## config.mk

```make
export PLATFORM = sky130hd
export DESIGN_NAME = segment_scan_capture
export DESIGN_NICKNAME = d
export VERILOG_FILES = /design/src/rtl/segment_scan_capture.sv
export SDC_FILE = /design/constraint.sdc
export NUM_CORES = 1
export LEC_CHECK = 0
export CORE_MARGIN = 2
export CORE_UTILIZATION = 35
export CTS_BUF_LIST = sky130_fd_sc_hd__clkbuf_4
export CTS_CLUSTER_SIZE = 25
export DETAILED_ROUTE_END_ITERATION = 8
export PLACE_DENSITY_LB_ADDON = 0.25
export SLEW_MARGIN = 20
export SYNTH_ARGS = -nofsm -noshare
export SYNTH_HDL_FRONTEND = slang
export SYNTH_SLANG_ARGS = --single-unit
export TNS_END_PERCENT = 10
```

## constraint.sdc

```tcl
create_clock -name clk -period 3.6 [get_ports clk]
set_input_delay 0.72 -clock clk [delete_from_list [all_inputs] [get_ports clk]]
set_output_delay 0.72 -clock clk [all_outputs]
set_load 0.05 [all_outputs]
```

## src/rtl/segment_scan_capture.sv

```systemverilog
// segment_scan_capture: rebuilds the hex value shown on a multiplexed 4-digit 7-segment scan bus,
// capturing each digit once its (anode, segment) sample has been stable for SETTLE_CYCLES.
module segment_scan_capture #(
  parameter int SETTLE_CYCLES  = 4,
  parameter int TIMEOUT_CYCLES = 65535
) (
  input  logic        clk,
  input  logic        reset,
  input  logic [3:0]  anodeON,
  input  logic [6:0]  cathodeOFF,
  output logic [15:0] digits,
  output logic [3:0]  digit_valid,
  output logic [3:0]  pattern_error,
  output logic        anode_fault,
  output logic        frame_done
);
  typedef enum logic [1:0] {IDLE, SETTLE, HELD} state_t;
  localparam logic [7:0]  SC = 8'(SETTLE_CYCLES);
  localparam logic [23:0] TL = 24'(TIMEOUT_CYCLES - 1);
  state_t      state;
  logic [3:0]  a1, a2, prev_a, mask, mask_n;
  logic [6:0]  c1, c2, seg, prev_s;
  logic [7:0]  cnt, cnt_n;
  logic [23:0] tcnt;
  logic        one_hot, multi, same, active, cap, tout;
  logic [1:0]  idx;
  logic [4:0]  dec;

  function automatic logic [4:0] decode(input logic [6:0] s);
    case (s)
      7'h3F: decode = 5'h10;
      7'h06: decode = 5'h11;
      7'h5B: decode = 5'h12;
      7'h4F: decode = 5'h13;
      7'h66: decode = 5'h14;
      7'h6D: decode = 5'h15;
      7'h7D: decode = 5'h16;
      7'h07: decode = 5'h17;
      7'h7F: decode = 5'h18;
      7'h6F: decode = 5'h19;
      7'h77: decode = 5'h1A;
      7'h7C: decode = 5'h1B;
      7'h39: decode = 5'h1C;
      7'h5E: decode = 5'h1D;
      7'h79: decode = 5'h1E;
      7'h71: decode = 5'h1F;
      default: decode = 5'h00;
    endcase
  endfunction

  always_comb begin
    seg     = ~c2;
    multi   = (a2 & (a2 - 4'd1)) != 4'd0;
    one_hot = a2 != 4'd0 && !multi;
    same    = {a2, seg} == {prev_a, prev_s};
    // a held digit only restarts the stability count when its sample changes
    active  = one_hot && !(state == HELD && same);
    cnt_n   = (state == SETTLE && same) ? cnt + 8'd1 : 8'd1;
    cap     = active && cnt_n == SC;
    tout    = !cap && tcnt == TL;
    idx     = {a2[3] | a2[2], a2[3] | a2[1]};
    dec     = decode(seg);
    mask_n  = mask | a2;
  end

  always_ff @(posedge clk or posedge reset) begin
    if (reset) begin
      a1            <= '0;
      a2            <= '0;
      c1            <= '0;
      c2            <= '0;
      prev_a        <= '0;
      prev_s        <= '0;
      state         <= IDLE;
      cnt           <= '0;
      tcnt          <= '0;
      mask          <= '0;
      digits        <= '0;
      digit_valid   <= '0;
      pattern_error <= '0;
      anode_fault   <= 1'b0;
      frame_done    <= 1'b0;
    end else begin
      a1          <= anodeON;
      a2          <= a1;
      c1          <= cathodeOFF;
      c2          <= c1;
      prev_a      <= a2;
      prev_s      <= seg;
      anode_fault <= anode_fault | multi;
      state       <= !one_hot ? IDLE : cap ? HELD : active ? SETTLE : state;
      frame_done  <= cap && mask_n == 4'hF;
      if (active) cnt <= cnt_n;
      if (cap) tcnt <= '0;
      else if (tcnt != TL + 24'd1) tcnt <= tcnt + 24'd1;
      if (cap) begin
        if (dec[4]) digits[{idx, 2'b00} +: 4] <= dec[3:0];
        else if (seg == 7'd0) digits[{idx, 2'b00} +: 4] <= 4'd0;
        else pattern_error <= pattern_error | a2;
        digit_valid <= dec[4] ? digit_valid | a2 : digit_valid & ~a2;
        mask        <= mask_n == 4'hF ? 4'd0 : mask_n;
      end else if (tout) begin
        digit_valid <= '0;
        mask        <= '0;
      end
    end
  end
endmodule
```

==> results.toml, run 1 <==
[synth]
synth-xor-area-share = 0.0702
synth_seq_area_share = 0.526
yosys_register_bits = 97
synth_common_cells = "dfrtp_1 (97), nor2_1 (56), nand2_1 (28)"
muxShareOfSynthArea = 0.0130
ys_warn_count = 0
synthMostInstantiatedCell = "dfrtp_1"
ys.flop_type = "dfrtp_1"
synth.avg_cell_area_um2 = 10.8
synth_top_family_by_area = "simple AND/OR/NAND/NOR gates"
synth-edff-count = 0
synth_compound_area_frac = 0.123
synthCells = 429
synth_simple_gate_area_frac = 0.212
synth_top_cell_by_area = "dfrtp_1"
synth_nets = 450
synth_area_mm2 = 0.00462
synth_cell_types = 56
async_flop_share = 1.00
ys_top_cells_by_area = "dfrtp_1 (53%), nor2_1 (4.6%), xor2_1 (4.0%)"
yosysTopAreaCellShare = 0.526
synth-adder-area-share = 0.0217

[outcome]
status = "finished, final reports clean"

[timing]
fin_tns_setup_ps = 0
finalSetupViolCount = 0
hold_violations = 0
clock_skew_ps = 10.4
maxSlewHeadroom = 0.416
min_period_ps = 2630
slew_viol_final = 0
fin_ws_ps = 968
tightest_slew_ps = 868
rsz0062_at_grt = "false"
whs_ps = 367
fmax_mhz = 380
fin_crit_sh = 0.731

[final_layout]
syn_to_final_growth_pct = 14.7
final_util = 0.416
drive_above_1_share = 0.0745
instances_no_fill = 643
num-nets-final = 486

[floorplan]
start_util = 0.363
die_h_um = 119
die-area_mm2 = 0.0141
die_width_um = 119
core_mm2 = 0.0127
boundaryPins = 39
row_count = 41

[min_path]
min_path_type = "register to register"

[setup_path]
max_stage_delay_ps = 750
worst_setup_path_end_kind = "register"
path_max_fanout = 16
r2r-end = "tcnt[6]"
startpoint = "c2[0]"
cp-start-kind = "register"
worst-r2r-cell-count = 6
cp_cell_sequence = "xnor2_1 > nor4_4 > nand4_2 > and3b_1 > buf_4 > nor3_1"
endpoint = "tcnt[6]"
r2r-start = "c2[0]"
worstPathRequired_ps = 3970
arrival_ps = 3000
crit_slowest_cell = "and3b_1"
reg2reg_slack_ps = 970
critical_path_class = "register to register"

[place]
gp_congestion = 0.822
preCtsSetupSlack_ps = 977
dp_hpwl_mm = 6.40
dpl.cell_count = 626
portBuffers = 38

[global_route]
antenna_found_initial = 1
global_route.usage.met1 = 0.196
grt_busiest_layer = "met2"
use_met2 = 0.196
grt_max_degree = 57
grt_pass1_wl_mm = 15.3
gr-total-overflow = 0
use_met3 = 0.0316
grtUsageTotal = 0.135
grt_pass1_vias = 3058

[run]
maxCapViolCount = 0

[clock_network]
root_buffer = "clkbuf_4"
cts_buffers = 9
cts_hold_buffers = 0
clk_pin_slew_ps = 160
h-tree-depth = 3
insertion_delay_ps = 470
postCtsSetupBuffers = 0
clk_path_buf_depth = 2
cts_resized = 0
clock_sinks = 97
cts_tree = "done"

[detailed_routing]
drc_errors = 0
drt_wl_total_mm = 9.02
ant_nets = 0
drt_iter0_drc = 253
dr_total_vias = 3226
drtPass1Iterations = 4
avgViaCountPerCell = 5.02
wl_per_cell_um = 14.0

[power_and_ir_drop]
ir_worst_vdd_mv = 0.197
power.density_mw_per_mm2 = 355
p_leak_nw = 2.33
## routing by layer
metal  wire, um  part of all wire
met1       4580              0.51
met2       3950              0.44
met3        347             0.038
met4        150             0.017
met5          0                 0
## worst min path at each step
stage	cells past startpoint	end	start
after floorplan	0	a2[0]	a1[0]
after global placement	0	c2[1]	c1[1]
after global routing	0	a2[3]	a1[3]
after CTS	0	c2[5]	c1[5]
after detailed placement	0	c2[3]	c1[3]
final	0	c2[5]	c1[5]
## state kept, by name, indices dropped and copies added, names as in the netlist, 7 cells and up
name    flops
c1          7
c2          7
prev_s      7
digits     16
cnt         8
tcnt       24
## where the power goes
group,switching (mW),internal (mW)
logic,0.0703,0.0462
clock network,0.398,0.227
registers,0.0272,1.11
## cell type report
class	instances	area [um2]
Clock inverter	7	82.6
Timing Repair Buffer	41	415
Inverter	14	53.8
Tap cell	172	215
Antenna cell	1	2.50
Fill cell	1248	7430
Multi-Input combinational cell	302	2030
Clock buffer	9	67.6
Sequential cell	97	2430
## metrics by stage
| step | power, mW | area [um2] |
|---|---|---|
| floorplan | 1.24 | 4620 |
| global placement | 1.28 | 5140 |
| detailed placement | 1.28 | 5140 |
| CTS | 1.91 | 5290 |
| global route | 1.98 | 5290 |
| finish | 1.88 | 5290 |
## cell families after synthesis
logic type	count (synthesis)
and+or+nand+nor	175
DFF	97
xor gates and xnor gates	37
AOI/OAI and AO/OA	76
muxes	6
adders and majority gates	8
buffers and inverters	30
## critical path: cells and delay by family (launching register included)
kind / cells / cell delay (ps)
and+or+nand+nor: 4 / 1400
buffers and inverters: 1 / 310
DFF: 1 / 640
xor gates and xnor gates: 1 / 180
## cell usage in the layout, fill, tap and decap left out, types with 6 or more instances in the layout
cell | Yosys | routed
dfrtp_1 | 97 | 97
nor2_1 | 56 | 56
clkdlybuf4s50_1 | 0 | 38
nand2_1 | 28 | 28
xor2_1 | 21 | 21
a22o_1 | 17 | 17
xnor2_1 | 16 | 16
o21ai_0 | 15 | 15
inv_1 | 14 | 13
nand4_1 | 13 | 13
nand3_1 | 10 | 10
a21oi_1 | 9 | 9
clkbuf_4 | 0 | 9
and3_1 | 8 | 8
a21o_1 | 8 | 8
ha_1 | 8 | 8
nand2b_1 | 7 | 7
nor3_1 | 7 | 7
mux2i_1 | 6 | 6
a31oi_1 | 6 | 6
Note: power is estimated with default switching activity, not from simulation.
==> inputs of run 2 (changes only) <==
==> constraint.sdc (replaced) <==
create_clock -name clk -period 2.3 [get_ports clk]
set_input_delay 0.46 -clock clk [delete_from_list [all_inputs] [get_ports clk]]
set_output_delay 0.46 -clock clk [all_outputs]
set_load 0.05 [all_outputs]
==> run 2 against run 1 <==
  * Final cell count grew 4.5%
  * Die area unchanged
  * Clock power up 49%
  * Worst setup slack got worse by 870 ps
  * Register-to-register slack got worse by 870 ps
  * Critical path type unchanged
  * Core utilization increased by 2.3 points
  * Critical path depth did not move
  * Largest cell class unchanged
  * Wire length is 7.6% higher
  * Combinational power increased by 98%
  * Sequential share of layout area shrank 2.2 points
  * Via count rose by 6.2%
  * Worst hold slack got worse by 72 ps
==> results.toml, run 2 (synthesis gave the netlist of run 1 again) <==
[outcome]
status = "finished, final reports clean"

[detailed_routing]
wl_met3_um = 343
routed-wl-met2_mm = 4.59
avgViaCountPerCell = 5.10
drtPass1Iterations = 4
dr_total_vias = 3425
wl_met1_mm = 4.60
drt_wl_total_mm = 9.71
drc_errors = 0
drt_iter0_drc = 185
wl_per_cell_um = 14.5
top_layer_used = "met4"
ant_nets = 0

[min_path]
min_path_type = "input pin to async pin"

[clock_network]
clk_path_buf_depth = 2
h-tree-depth = 3
clock_sinks = 97
cts_hold_buffers = 0
clk_pin_slew_ps = 190
root_buffer = "clkbuf_4"
cts_tree = "done"
cts_buffers = 9
insertion_delay_ps = 470

[floorplan]
die_width_um = 119
die-area_mm2 = 0.0141
core_mm2 = 0.0127
boundaryPins = 39
die_h_um = 119
row_count = 41
start_util = 0.363

[global_route]
grt_max_degree = 31
grt_pass1_vias = 3242
grtUsageTotal = 0.142
antenna_found_initial = 1
grt_pass1_wl_mm = 16.3
gr-total-overflow = 0

[setup_path]
arrival_ps = 2580
r2r-start = "c2[3]"
worstPathRequired_ps = 2670
reg2reg_slack_ps = 90
worst_setup_path_end_kind = "register"
critical_path_class = "register to register"
r2r-end = "digits[4]"
path_max_fanout = 13
worst-r2r-cell-count = 6
cp-start-kind = "register"

[place]
dp_hpwl_mm = 6.95
portBuffers = 38
gp_congestion = 0.850
dpl.cell_count = 649

[timing]
fin_tns_setup_ps = 0
fin_crit_sh = 0.960
tightest_slew_ps = 807
slew_viol_final = 0
fmax_mhz = 453
hold_violations = 0
min_period_ps = 2210
maxSlewHeadroom = 0.459
finalSetupViolCount = 0
clock_skew_ps = 27.7

[final_layout]
instances_no_fill = 672
num-nets-final = 515
top_regs = "tcnt: 24 flops, digits: 16 flops, cnt: 8 flops"
final_cell_mix = "dfrtp_1 (90), nor2_1 (55), clkdlybuf4s50_1 (38), nand2_1 (28), buf_4 (28)"
syn_to_final_growth_pct = 21.0
top_register = "tcnt"
final_common_cell = "dfrtp_1"
drive_above_1_share = 0.150
largest_register_ffs = 24

[power_and_ir_drop]
p_leak_nw = 2.47
ir_worst_vdd_mv = 0.228
power.density_mw_per_mm2 = 528

[run]
maxCapViolCount = 0
-- run 2: cell count changes in the layout (fill, tap and decap cells not counted), moves of 3 or more --
cell | before | now
buf_4 | 2 | 28
dfrtp_1 | 97 | 90
dfrtp_2 | 0 | 7
buf_12 | 1 | 4
clkinv_4 | 0 | 3
clkinv_8 | 0 | 3
inv_6 | 3 | 0
-- run 2: routing by layer --
layer	vias to the layer above	track usage
met5	-	0
met4	0	0.0580
met3	13	0.0278
met2	68	0.221
met1	1696	0.194
li1	1648	-
-- run 2: worst max-delay path by stage --
stage                     startpoint               end  slack [ps]  depth (start not counted)
after floorplan               cnt[0]           mask[1]         190                          8
after global placement         c2[0]  pattern_error[0]          70                          7
after detailed placement       c2[0]         digits[4]         0.9                          7
after CTS                      c2[3]  pattern_error[0]           5                          6
after global routing           c2[0]         digits[4]         -10                          7
final                          c2[3]         digits[4]          90                          6
-- run 2: final cells by class --
type / instances / area (um2)
clock buffer: 9 / 67.6
sequential: 97 / 2440
fill: 1253 / 7140
timing repair buffer: 70 / 671
antenna: 1 / 2.50
multi-input combinational: 302 / 2050
inverter: 14 / 56.3
clock inverter: 7 / 86.3
tap: 172 / 215
-- run 2: worst max-delay path, cell delays in order (launching register included) --
cell,delay (ps)
dfrtp_2,520
buf_4,160
or4_1,490
a211o_1,350
o2111ai_4,220
nand3_4,130
a22o_1,250
-- run 2: repair_timing --
action	in CTS	in global routing
resized for setup	1	11
endpoints found under the setup margin	15	32
pin swaps	0	1
setup buffers	0	6
-- run 2: where the power goes --
group | internal (mW) | switching [mW] | leakage (nW)
sequential | 1.74 | 0.0385 | 1.25
combinational | 0.104 | 0.129 | 1.15
clock | 0.263 | 0.671 | 0.0805
-- run 2: metrics by stage --
stage	hold slack, ps	power, mW	utilization	area [um2]	worst slack [ps]
5_1_grt	281	3.09	0.439	5590	-12.5
3_5_place_dp	336	2.03	0.421	5350	0.893
6_report	295	2.95	0.439	5590	93.1
4_1_cts	284	2.97	0.433	5510	5.34
2_1_floorplan	331	1.94	-	4620	188
3_3_place_gp	331	2.02	0.421	5350	69.5
